==> config.mk <==
export PLATFORM = sky130hd
export DESIGN_NAME = apb_master_ctrl
export DESIGN_NICKNAME = d
export VERILOG_FILES = /design/src/rtl/apb_pkg.sv /design/src/rtl/apb_addr_decoder.sv /design/src/rtl/apb_master_ctrl.sv
export SDC_FILE = /design/constraint.sdc
export NUM_CORES = 1
export LEC_CHECK = 0
export ABC_CLOCK_PERIOD_IN_PS = 2650
export CAP_MARGIN = 40
export CORE_MARGIN = 4
export CORE_UTILIZATION = 31
export DETAILED_ROUTE_END_ITERATION = 10
export PLACE_DENSITY = 0.78
export SYNTH_ARGS = -nofsm -noshare
export SYNTH_HDL_FRONTEND = slang
export SYNTH_SLANG_ARGS = --single-unit
==> constraint.sdc <==
create_clock -name clk -period 2.65 [get_ports clk]
set_input_delay 0.53 -clock clk [delete_from_list [all_inputs] [get_ports clk]]
set_output_delay 0.53 -clock clk [all_outputs]
set_load 0.005 [all_outputs]
==> src/rtl/apb_pkg.sv <==
// apb_pkg: shared FSM state type and default address-map constants for the APB master
package apb_pkg;

    typedef enum logic [1:0] {
        IDLE   = 2'd0,
        SETUP  = 2'd1,
        ACCESS = 2'd2,
        ERROR  = 2'd3
    } apb_state_e;

    localparam logic [31:0] DEF_BASE_ADDR = 32'h1000_0000;
    localparam int          DEF_SLOT_LOG2 = 12;
    localparam int          DEF_TIMEOUT   = 255;

endpackage

==> src/rtl/apb_addr_decoder.sv <==
// apb_addr_decoder: maps a byte address onto a one-hot slave select inside the APB window
module apb_addr_decoder
    import apb_pkg::*;
#(
    parameter int          NUM_SLAVES = 4,
    parameter logic [31:0] BASE_ADDR  = DEF_BASE_ADDR,
    parameter int          SLOT_LOG2  = DEF_SLOT_LOG2
) (
    input  logic [31:0]           addr,
    output logic                  hit,
    output logic [NUM_SLAVES-1:0] sel
);

    // Window size kept one bit wider so it cannot overflow for 8 slots of large size
    localparam logic [32:0] WINDOW = 33'(NUM_SLAVES) << SLOT_LOG2;

    logic [31:0] offset;
    logic [31:0] slot;

    // Addresses below the base wrap to huge offsets and fall outside the window
    always_comb begin
        offset = addr - BASE_ADDR;
        slot   = offset >> SLOT_LOG2;
        hit    = {1'b0, offset} < WINDOW;
        sel    = '0;
        for (int i = 0; i < NUM_SLAVES; i++)
            sel[i] = hit && (slot == 32'(i));
    end

endmodule

==> src/rtl/apb_master_ctrl.sv <==
// apb_master_ctrl: bridges the core data port to a bank of APB slaves with decode and timeout
module apb_master_ctrl
    import apb_pkg::*;
#(
    parameter int          NUM_SLAVES = 4,
    parameter logic [31:0] BASE_ADDR  = DEF_BASE_ADDR,
    parameter int          SLOT_LOG2  = DEF_SLOT_LOG2,
    parameter int          TIMEOUT    = DEF_TIMEOUT
) (
    input  logic                     clk,
    input  logic                     reset,
    input  logic                     req,
    input  logic                     we,
    input  logic [31:0]              addr,
    input  logic [31:0]              wdata,
    output logic [31:0]              rdata,
    output logic                     ready,
    output logic                     err,
    output logic [31:0]              paddr,
    output logic                     pwrite,
    output logic [31:0]              pwdata,
    output logic                     penable,
    output logic [NUM_SLAVES-1:0]    psel,
    input  logic [NUM_SLAVES*32-1:0] prdata,
    input  logic [NUM_SLAVES-1:0]    pready
);

    apb_state_e            state_q, state_d;
    logic [31:0]           addr_q, addr_d;
    logic [31:0]           wdata_q, wdata_d;
    logic                  we_q, we_d;
    logic [NUM_SLAVES-1:0] sel_q, sel_d;
    logic [7:0]            cnt_q, cnt_d;

    logic                  dec_hit;
    logic [NUM_SLAVES-1:0] dec_sel;
    logic                  slv_ready;
    logic [31:0]           slv_rdata;
    logic                  timed_out;

    apb_addr_decoder #(
        .NUM_SLAVES(NUM_SLAVES),
        .BASE_ADDR (BASE_ADDR),
        .SLOT_LOG2 (SLOT_LOG2)
    ) u_dec (
        .addr(addr),
        .hit (dec_hit),
        .sel (dec_sel)
    );

    assign timed_out = cnt_q == 8'(TIMEOUT);
    assign paddr     = addr_q;
    assign pwrite    = we_q;
    assign pwdata    = wdata_q;

    // Return mux: AND-OR over the latched one-hot select so unselected slaves are ignored
    always_comb begin
        slv_ready = |(pready & sel_q);
        slv_rdata = '0;
        for (int i = 0; i < NUM_SLAVES; i++)
            slv_rdata = slv_rdata | (prdata[32*i +: 32] & {32{sel_q[i]}});
    end

    // State, request latches and wait counter; reset clears everything asynchronously
    always_ff @(posedge clk or posedge reset) begin
        if (reset) begin
            state_q <= IDLE;
            addr_q  <= '0;
            wdata_q <= '0;
            we_q    <= 1'b0;
            sel_q   <= '0;
            cnt_q   <= '0;
        end else begin
            state_q <= state_d;
            addr_q  <= addr_d;
            wdata_q <= wdata_d;
            we_q    <= we_d;
            sel_q   <= sel_d;
            cnt_q   <= cnt_d;
        end
    end

    // Next state: capture request in IDLE, count ACCESS wait cycles until ready or timeout
    always_comb begin
        state_d = state_q;
        addr_d  = addr_q;
        wdata_d = wdata_q;
        we_d    = we_q;
        sel_d   = sel_q;
        cnt_d   = cnt_q;
        case (state_q)
            IDLE: begin
                if (req) begin
                    state_d = dec_hit ? SETUP : ERROR;
                    addr_d  = addr;
                    wdata_d = wdata;
                    we_d    = we;
                    sel_d   = dec_sel;
                end
            end
            SETUP: begin
                state_d = ACCESS;
                cnt_d   = '0;
            end
            ACCESS: begin
                if (slv_ready || timed_out)
                    state_d = IDLE;
                else
                    cnt_d = cnt_q + 8'd1;
            end
            default: state_d = IDLE;
        endcase
    end

    // Outputs: APB strobes from registered state only; core response is combinational
    always_comb begin
        psel    = (state_q == SETUP || state_q == ACCESS) ? sel_q : '0;
        penable = state_q == ACCESS;
        ready   = (state_q == ERROR) || (state_q == ACCESS && (slv_ready || timed_out));
        err     = (state_q == ERROR) || (state_q == ACCESS && !slv_ready && timed_out);
        rdata   = (state_q == ACCESS && slv_ready) ? slv_rdata : '0;
    end

endmodule
# Yosys cells after proc, flatten, opt, wreduce, memory -nomap -nowiden
# Cells that the tools add are included.
word_totals:
  register_bits: 79
  latch_bits: 0
  ramBits: 0
  rom_bits: 0
  input_bits: 200
  out_inout_bits: 104
  wordCells: 55
  n_memories: 0
op_classes:
  add_sub_neg: 2
  n_mul: 0
  div_mod_pow: 0
  magnitude_cmp: 1
  eq_ne: 10
  shifts: 0
  n_mux: 8
  bitwise_logic: 8
  reduce_logical: 20
op_table:
  columns: ["cell", "count"]
  rows:
  - ["AND 32 bit", 4]
  - ["OR 32 bit", 3]
  - ["== test 20 x 2 -> 1 bit, second input constant", 2]
  - ["logical NOT 32 bit", 1]
  - ["< comparator 32 x 15 -> 1 bit, second input constant", 1]
  - ["two-way mux 32 bit", 1]
  - ["subtractor 32 x 29 -> 32 bit, second input constant", 1]
  - ["== test 20 x 1 -> 1 bit, second input constant", 1]
  - ["case mux 8 bit (2 select lines)", 1]
  - ["adder 8 x 1 -> 8 bit, second input constant", 1]
  - ["== test 8 bit, second input constant", 1]
  - ["logical AND 1 bit", 8]
  - ["two-way mux 8 bit", 1]
  - ["two-way mux 2 bit", 3]
  - ["case mux 2 bit (3 select lines)", 1]
  - ["AND reduction 2 bit", 3]
  - ["AND 4 bit", 1]
  - ["== test 2 bit, second input constant", 2]
  - ["logical OR 1 bit", 4]
  - ["two-way mux 4 bit", 1]
  - ["!= test 2 bit, second input constant", 2]
  - ["OR reduction 4 bit", 1]
  - ["== test 2 x 1 -> 1 bit, second input constant", 1]
  - ["logical NOT 2 bit", 1]
  - ["3 further kinds", 3]

# Logic depth before layout (Yosys ltp)
# Gate-level depths: netlist (run 1).
depth:
  word_depth: 6
  ltp_mapped: 6
  ltp_nobuf: 5

# By module
# Synthesis (run 1) repeated with hierarchy kept, for this count alone.
unflattened:
  cells_unflattened: 356
  hier_area_um2: 4110.2
by_module_without_submodules:
  columns: ["mod", "instances", "cells_per_inst", "area_per_inst_um2", "seq_area_each_um2"]
  rows:
  - ["apb_master_ctrl", 1, 342, 4008.8, 1976.9]
  - ["apb_addr_decoder", 1, 14, 101.3, 0.0]

# Worst setup path before layout (run 1)
# No wires, ideal clock.
synth_timing:
  path_type: "input port to output port"
  start: "in pready[1]"
  end: "out rdata[10]"
  t_arrival_ns: 1.304
  t_required_ns: 2.120
  slack_ns: 0.816
  path_stages: 5
  n_path_buf: 1
  path_cell_list: "a22oi_2 nand2_1 nand2_1 clkbuf_1 a21oi_1"
synth_between:
  elab_chain_len: 4
synth_lines:
  columns: ["element", "line_no", "text"]
  rows:
  - ["start, declared", "apb_master_ctrl.sv:25", "input logic [NUM_SLAVES-1:0] pready"]
  - ["AND 4 bit", "apb_master_ctrl.sv:58", "slv_ready = |(pready & sel_q);"]
  - ["OR reduction 4 bit", "apb_master_ctrl.sv:58", null]
  - ["logical AND 1 bit", "apb_master_ctrl.sv:121", "rdata = (state_q == ACCESS && slv_ready) ? slv_rdata : '0;"]
  - ["two-way mux 32 bit", "apb_master_ctrl.sv:121", null]
  - ["end, declared", "apb_master_ctrl.sv:16", "output logic [31:0] rdata,"]
# No other way between the ends.

# Worst setup path in the final report (run 1)
layout_timing:
  start: "in pready[0]"
  end: "out err"
layout_between:
  elab_chain_len: 6
layout_lines:
  columns: ["element", "line_no", "text"]
  rows:
  - ["AND 4 bit", "apb_master_ctrl.sv:58", null]
  - ["OR reduction 4 bit", "apb_master_ctrl.sv:58", null]
  - ["logical NOT 1 bit", "apb_master_ctrl.sv:120", "err = (state_q == ERROR) || (state_q == ACCESS && !slv_ready && timed_out);"]
  - ["logical AND 1 bit (2 in a row)", "apb_master_ctrl.sv:120", null]
  - ["logical OR 1 bit", "apb_master_ctrl.sv:120", null]
  - ["end, declared", "apb_master_ctrl.sv:18", "output logic err,"]
# No other way between the ends.

==> results.sh, run 1 <==
export IMPL_start_kind="input pin"
export IMPL_drc=0
export IMPL_finalSetupViolCount=0
export IMPL_place_hpwl_um=13600
export IMPL_placed_area_um2=7290
export IMPL_endpoint_kind="output pin"
export IMPL_die_y_um=122
export IMPL_synth_edf_count=0
export IMPL_syn_num_nets=553
export IMPL_hold_buffers=0
export IMPL_p_leak_nw=3.07
export IMPL_hold_viol_final=0
export IMPL_whs_ps=470
export IMPL_synth_top_area_cell="dfrtp_1"
export IMPL_layout_drive_gt1_share=0.168
export IMPL_dr_wl_met3_um=2250
export IMPL_synth_area_top_cells="dfrtp_1 49%, mux2_2 18%, a22oi_1 12%"
export IMPL_drv_cap=0
export IMPL_drt_met1_wl_um=6000
export IMPL_clock_path_buffers=2
export IMPL_power_density_nw_per_um2=786
export IMPL_syn_inst=348
export IMPL_maxSlewViolCount=0
export IMPL_synth_cell_area_um2=4010
export IMPL_pre_cts_ws_ps=-123
export IMPL_avgSynthCellArea_um2=11.5
export IMPL_critPathKind="input pin to output pin"
export IMPL_clk_latency_ps=330
export IMPL_slew_headroom=0.692
export IMPL_ir_drop_uv=785
export IMPL_tightest_slew_ps=457
export IMPL_path_max_fanout=2
export IMPL_finalWorstSetupSlack_ps=31.9
export IMPL_die_area_um2=14800
export IMPL_fin_area_um2=7590
export IMPL_synth_top_area_frac=0.493
export IMPL_top_layer="met5"
export IMPL_dr_wl_met2_um=8410
export IMPL_status="finished, final reports clean"
export IMPL_fin_nets=857
export IMPL_period_share=0.988
export IMPL_ys_ff_latch=79
export IMPL_die_w_um=122
export IMPL_cts_sinks=79
export IMPL_yosys_most_used_dff="dfrtp_1"
export IMPL_stdcell_count=829
export IMPL_grt_remaining_overflow=0
export IMPL_grt_pass1_vias=4565
export IMPL_critPathSlowestCell="clkdlybuf4s50_1"
export IMPL_grt_max_degree=66
export IMPL_clk_pin_slew_ps=60
export IMPL_async_flop_share=1.00
export IMPL_dp_cells=810
export IMPL_start_util=0.317
export IMPL_crit_chain="clkdlybuf4s50_1 -> a22oi_4 -> nand2_1 -> o21bai_1 -> clkdlybuf4s50_1"
export IMPL_hold_class="input pin to async pin"
export IMPL_drtIter0Drc=223
export IMPL_crit_top_cell="clkdlybuf4s50_1"
export IMPL_fmax_mhz=382
export IMPL_dr_pass1_iters=5
export IMPL_rows=41
export IMPL_grt_pass1_wl_um=24800
export IMPL_rsz0062_at_grt="no"
export IMPL_yosysWarningCount=0
export IMPL_vias=4203
export IMPL_htreeDepth=3
export IMPL_wirelength_um=17100
export IMPL_vias_per_cell=5.07
export IMPL_pin_count=304
export IMPL_fin_skew_ps=5.98
export IMPL_wl_per_cell_um=20.6
export IMPL_gp_congestion=0.991
export IMPL_cts_tree="built"
export IMPL_grtUsageTotal=0.220
export IMPL_cpPeakStageDelay_ps=560
export IMPL_finalPower_w=0.00596
export IMPL_numCtsBuffers=9
export IMPL_critPathRequiredTime_ps=2120
export IMPL_ys_types=38
export IMPL_syn2layout_area_growth_pct=89.1
export IMPL_final_antenna_net_count=0
export IMPL_fin_crit_ps=2620
export IMPL_io_buffers=303
export IMPL_ys_seq_area_frac=0.493
export IMPL_core_area_um2=12700
export IMPL_crit_arrival_ps=2090
export IMPL_root_buffer="clkbuf_16"
export IMPL_antenna_found_initial=1
[flip-flops by register name (all words and copies together) (netlist names)]
register and cells:
pwrite 1, pwdata 32, sel_q 4, state_q 2, cnt_q 8, paddr 32
[metal layers]
layer | GRT usage | up-vias
met4 | 0.0777 | 2
met3 | 0.110 | 27
met1 | 0.233 | 1998
met2 | 0.378 | 240
met5 | 0 | -
li1 | - | 1936
[report_power, final]
group | switching, W | total [W] | leakage (nW) | internal [W]
clock network | 0.000462 | 0.00116 | 0.140 | 0.000702
logic | 0.000913 | 0.00269 | 1.98 | 0.00178
registers | 0.000326 | 0.00211 | 0.952 | 0.00178
[Yosys cell counts (all sizes together) (2+ instances only)]
cell,n
dfrtp,79
a22oi,66
mux2,64
a21oi,33
nand2,17
buf,14
clkbuf,14
inv,6
ha,5
nand3,5
and2,4
mux2i,4
o21ai,4
o31ai,4
and4,3
nor3,3
nor4,3
or4,3
a2bb2oi,2
nand3b,2
o21bai,2
o311ai,2
[cells in the final DEF, fill, tap and decap left out, types with 2 or more instances in the layout]
cell type        instances
nand2_1                 15
ha_1                     3
o31ai_1                  4
clkbuf_16                9
mux2i_1                  4
o21bai_1                 2
clkdlybuf4s50_1        270
clkinv_2                 3
buf_4                   14
a21oi_1                 30
nand3b_1                 2
nand2_2                  2
nor3_1                   2
inv_1                    5
o21ai_0                  4
dlygate4sd2_1           30
a2bb2oi_1                2
nor4_1                   3
a21oi_2                  3
and2_1                   4
ha_2                     2
or4_1                    3
mux2_2                  64
nand3_1                  4
clkbuf_8                 3
dlymetal6s2s_1           3
buf_12                   3
a22oi_1                 64
dfrtp_1                 79
and4_1                   2
o311ai_0                 2
[cell type report]
| type | count | area, um2 |
|---|---|---|
| tap | 172 | 215 |
| clock inverter | 3 | 17.5 |
| sequential | 79 | 1980 |
| timing repair buffer | 321 | 3180 |
| inverter | 6 | 23.8 |
| multi-input combinational | 235 | 1910 |
| fill | 1033 | 5080 |
| antenna | 1 | 2.50 |
| clock buffer | 12 | 267 |
[worst max-delay path, delay by kind of cell]
kind / cells / cell delay, ps
simple gates: 1 / 100
buf+inv: 2 / 1010
compound gates: 2 / 440
[through the flow]
stage | TNS (ps) | util
after floorplan | 0 | -
after global placement | -403 | 0.575
after detailed placement | -1680 | 0.575
after CTS | 0 | 0.597
after global routing | 0 | 0.599
final | 0 | 0.599
[path summary, 6_finish.rpt]
check / slack (ps) / startpoint / cells after the start / end
max: 30 / pready[0] / 5 / err
min: 470 / reset / 2 / paddr[8]
max reg2reg: 880 / state_q[0] / 5 / cnt_q[6]
min reg2reg: 470 / paddr[13] / 2 / paddr[13]
max in group asynchronous: 1580 / reset / 3 / state_q[1]
min in group clk: 470 / paddr[13] / 2 / paddr[13]
[cells by family (layout without fill, tap and decap cells)]
logic type,after synthesis,in the layout,share of synthesized area
simple gates,46,46,0.0652
fa+ha+maj,5,5,0.0156
compound gates,116,116,0.200
flops,79,79,0.493
other cells,0,1,0
buf+inv,34,342,0.0374
mux,68,68,0.190
[timing repair]
action,4_1_cts,5_1_grt
setup buffers,1,2
endpoints found under the setup margin,34,4
pin swaps,1,0
cloned,0,0
gates resized for setup,35,5
endpoints found under the hold margin,0,0
Power figures use the tool's default switching activity.
==> run 2: changes to the inputs <==
Settings changed: ABC_CLOCK_PERIOD_IN_PS 2650 to 3300, CORE_AREA from default to 4 4 116 118, CORE_MARGIN 4 to default, CORE_UTILIZATION 31 to default, DIE_AREA from default to 0 0 120 122, PLACE_DENSITY 0.78 to 0.8.
Clock period 2.65 ns to 3.3 ns, I/O delays scaled along.
==> run 2 against run 1 <==
Effect of this change:
- final area is 0.97% lower
- largest cell class unchanged
- sequential share of layout area is 0.26 points higher
- critical path type unchanged
- register-to-register slack better by 580 ps
- clock skew decreased by 2.0 ps
- non-clock buffer count decreased by 9
- worst setup slack improved by 250 ps
==> results.sh, run 2 (synthesis results as in run 1) <==
export IMPL_layout_drive_gt1_share=0.148
export IMPL_endpoint_kind="output pin"
export IMPL_start_util=0.322
export IMPL_gp_congestion=1.06
export IMPL_hold_buffers=0
export IMPL_crit_arrival_ps=2350
export IMPL_dr_pass1_iters=5
export IMPL_fin_tns_setup_ps=0
export IMPL_fin_skew_ps=3.93
export IMPL_critPathRequiredTime_ps=2640
export IMPL_pin_count=304
export IMPL_core_area_um2=12500
export IMPL_place_hpwl_um=13800
export IMPL_use_met2=0.404
export IMPL_power_density_nw_per_um2=632
export IMPL_drc=0
export IMPL_grt_remaining_overflow=0
export IMPL_vias_per_cell=5.17
export IMPL_layout_filler_cells=1021
export IMPL_clk_pin_slew_ps=60
export IMPL_p_leak_nw=2.82
export IMPL_period_share=0.913
export IMPL_most_common_layout_cells="303 x clkdlybuf4s50_1, 79 x dfrtp_1, 64 x mux2_2, 64 x a22oi_1, 33 x a21oi_1"
export IMPL_use_met3=0.114
export IMPL_antenna_found_initial=2
export IMPL_die_w_um=120
export IMPL_hold_class="flip-flop to flip-flop"
export IMPL_numCtsBuffers=9
export IMPL_crit_chain="clkdlybuf4s50_1 -> a22oi_4 -> nand2_1 -> nand2_1 -> buf_4 -> a21oi_1 -> clkdlybuf4s50_1"
export IMPL_die_y_um=122
export IMPL_finalSetupViolCount=0
export IMPL_path_max_fanout=21
export IMPL_root_buffer="clkbuf_16"
export IMPL_cts_sinks=79
export IMPL_clk_latency_ps=330
export IMPL_slew_headroom=0.583
export IMPL_tightest_slew_ps=624
export IMPL_clock_path_buffers=2
export IMPL_grt_pass1_vias=4679
export IMPL_fin_crit_ps=3010
export IMPL_path_delay_family="buffers and inverters"
export IMPL_critPathBufInv=3
export IMPL_grt_pass1_wl_um=25300
export IMPL_cts_tree="built"
export IMPL_post_cts_resized=0
export IMPL_rows=41
export IMPL_fin_nets=848
export IMPL_drtIter0Drc=259
export IMPL_stdcell_count=821
export IMPL_multiInputGateArea_um2=1890
export IMPL_finalPower_w=0.00475
export IMPL_gr_max_usage_layer="met2"
export IMPL_ir_drop_uv=485
export IMPL_vias=4246
export IMPL_final_antenna_net_count=0
export IMPL_status="finished, final reports clean"
export IMPL_hold_viol_final=0
export IMPL_critPathSlowestCell="clkdlybuf4s50_1"
export IMPL_wirelength_um=16800
export IMPL_io_buffers=303
export IMPL_grtUsageTotal=0.224
export IMPL_cpPeakStageDelay_ps=560
export IMPL_rsz0062_at_grt="no"
export IMPL_grt_max_degree=46
export IMPL_dp_cells=804
export IMPL_die_area_um2=14600
export IMPL_seqCellArea_um2=1980
export IMPL_layout_commonest_cell="clkdlybuf4s50_1"
export IMPL_maxSlewViolCount=0
export IMPL_htreeDepth=3
export IMPL_wl_per_cell_um=20.5
export IMPL_fmax_mhz=332
export IMPL_syn2layout_area_growth_pct=87.3
export IMPL_drv_cap=0
export IMPL_critPathKind="input pin to output pin"
export IMPL_start_kind="input pin"
export IMPL_cts_setup_buffers=0
export IMPL_grt_use_met1=0.205
-- run 2: worst paths after layout --
check | startpoint | to | slack, ps | cells after the start
max | pready[0] | rdata[28] | 290 | 7
min | paddr[13] | paddr[13] | 480 | 2
max reg2reg | state_q[0] | cnt_q[6] | 1460 | 5
min reg2reg | paddr[13] | paddr[13] | 480 | 2
max in group asynchronous | reset | sel_q[2] | 1950 | 3
min in group asynchronous | reset | paddr[2] | 710 | 2
-- run 2: power by group --
| part | total (W) | internal (W) | switching (W) |
|---|---|---|---|
| logic | 0.00213 | 0.00142 | 0.000707 |
| registers | 0.00170 | 0.00143 | 0.000270 |
| clock network | 0.000923 | 0.000532 | 0.000391 |
| total | 0.00475 | 0.00338 | 0.00137 |
-- run 2: final cells by class --
class | count | area share
Sequential cell | 79 | 0.263
Antenna cell | 1 | 0.000333
Timing Repair Buffer | 312 | 0.416
Clock inverter | 6 | 0.00583
Multi-Input combinational cell | 235 | 0.251
Tap cell | 172 | 0.0286
Inverter | 6 | 0.00316
Clock buffer | 10 | 0.0318
-- run 2: per-stage QoR --
| stage | setup slack (ps) | instance area [um2] | hold slack (ps) | util |
|---|---|---|---|---|
| after CTS | 278 | 7510 | 482 | 0.603 |
| final | 286 | 7510 | 477 | 0.603 |
| after global placement | 368 | 7230 | 469 | 0.580 |
| after floorplan | 617 | 4010 | 463 | - |
| after detailed placement | 282 | 7230 | 468 | 0.580 |
| after global routing | 208 | 7510 | 503 | 0.603 |
-- run 2: tightest hold or removal path: cells and delay by family, from the launching register on --
family           cells  cell delay, ps
AND/OR/NAND/NOR      2             100
flip-flops           1             340
-- run 2: metal layers --
| metal | routed length (um) | share of wire | vias up |
|---|---|---|---|
| li1 | - | - | 1921 |
| met1 | 5330 | 0.32 | 1980 |
| met2 | 8590 | 0.51 | 281 |
| met3 | 2110 | 0.13 | 62 |
| met4 | 803 | 0.048 | 2 |
| met5 | 13 | 0.00077 | - |
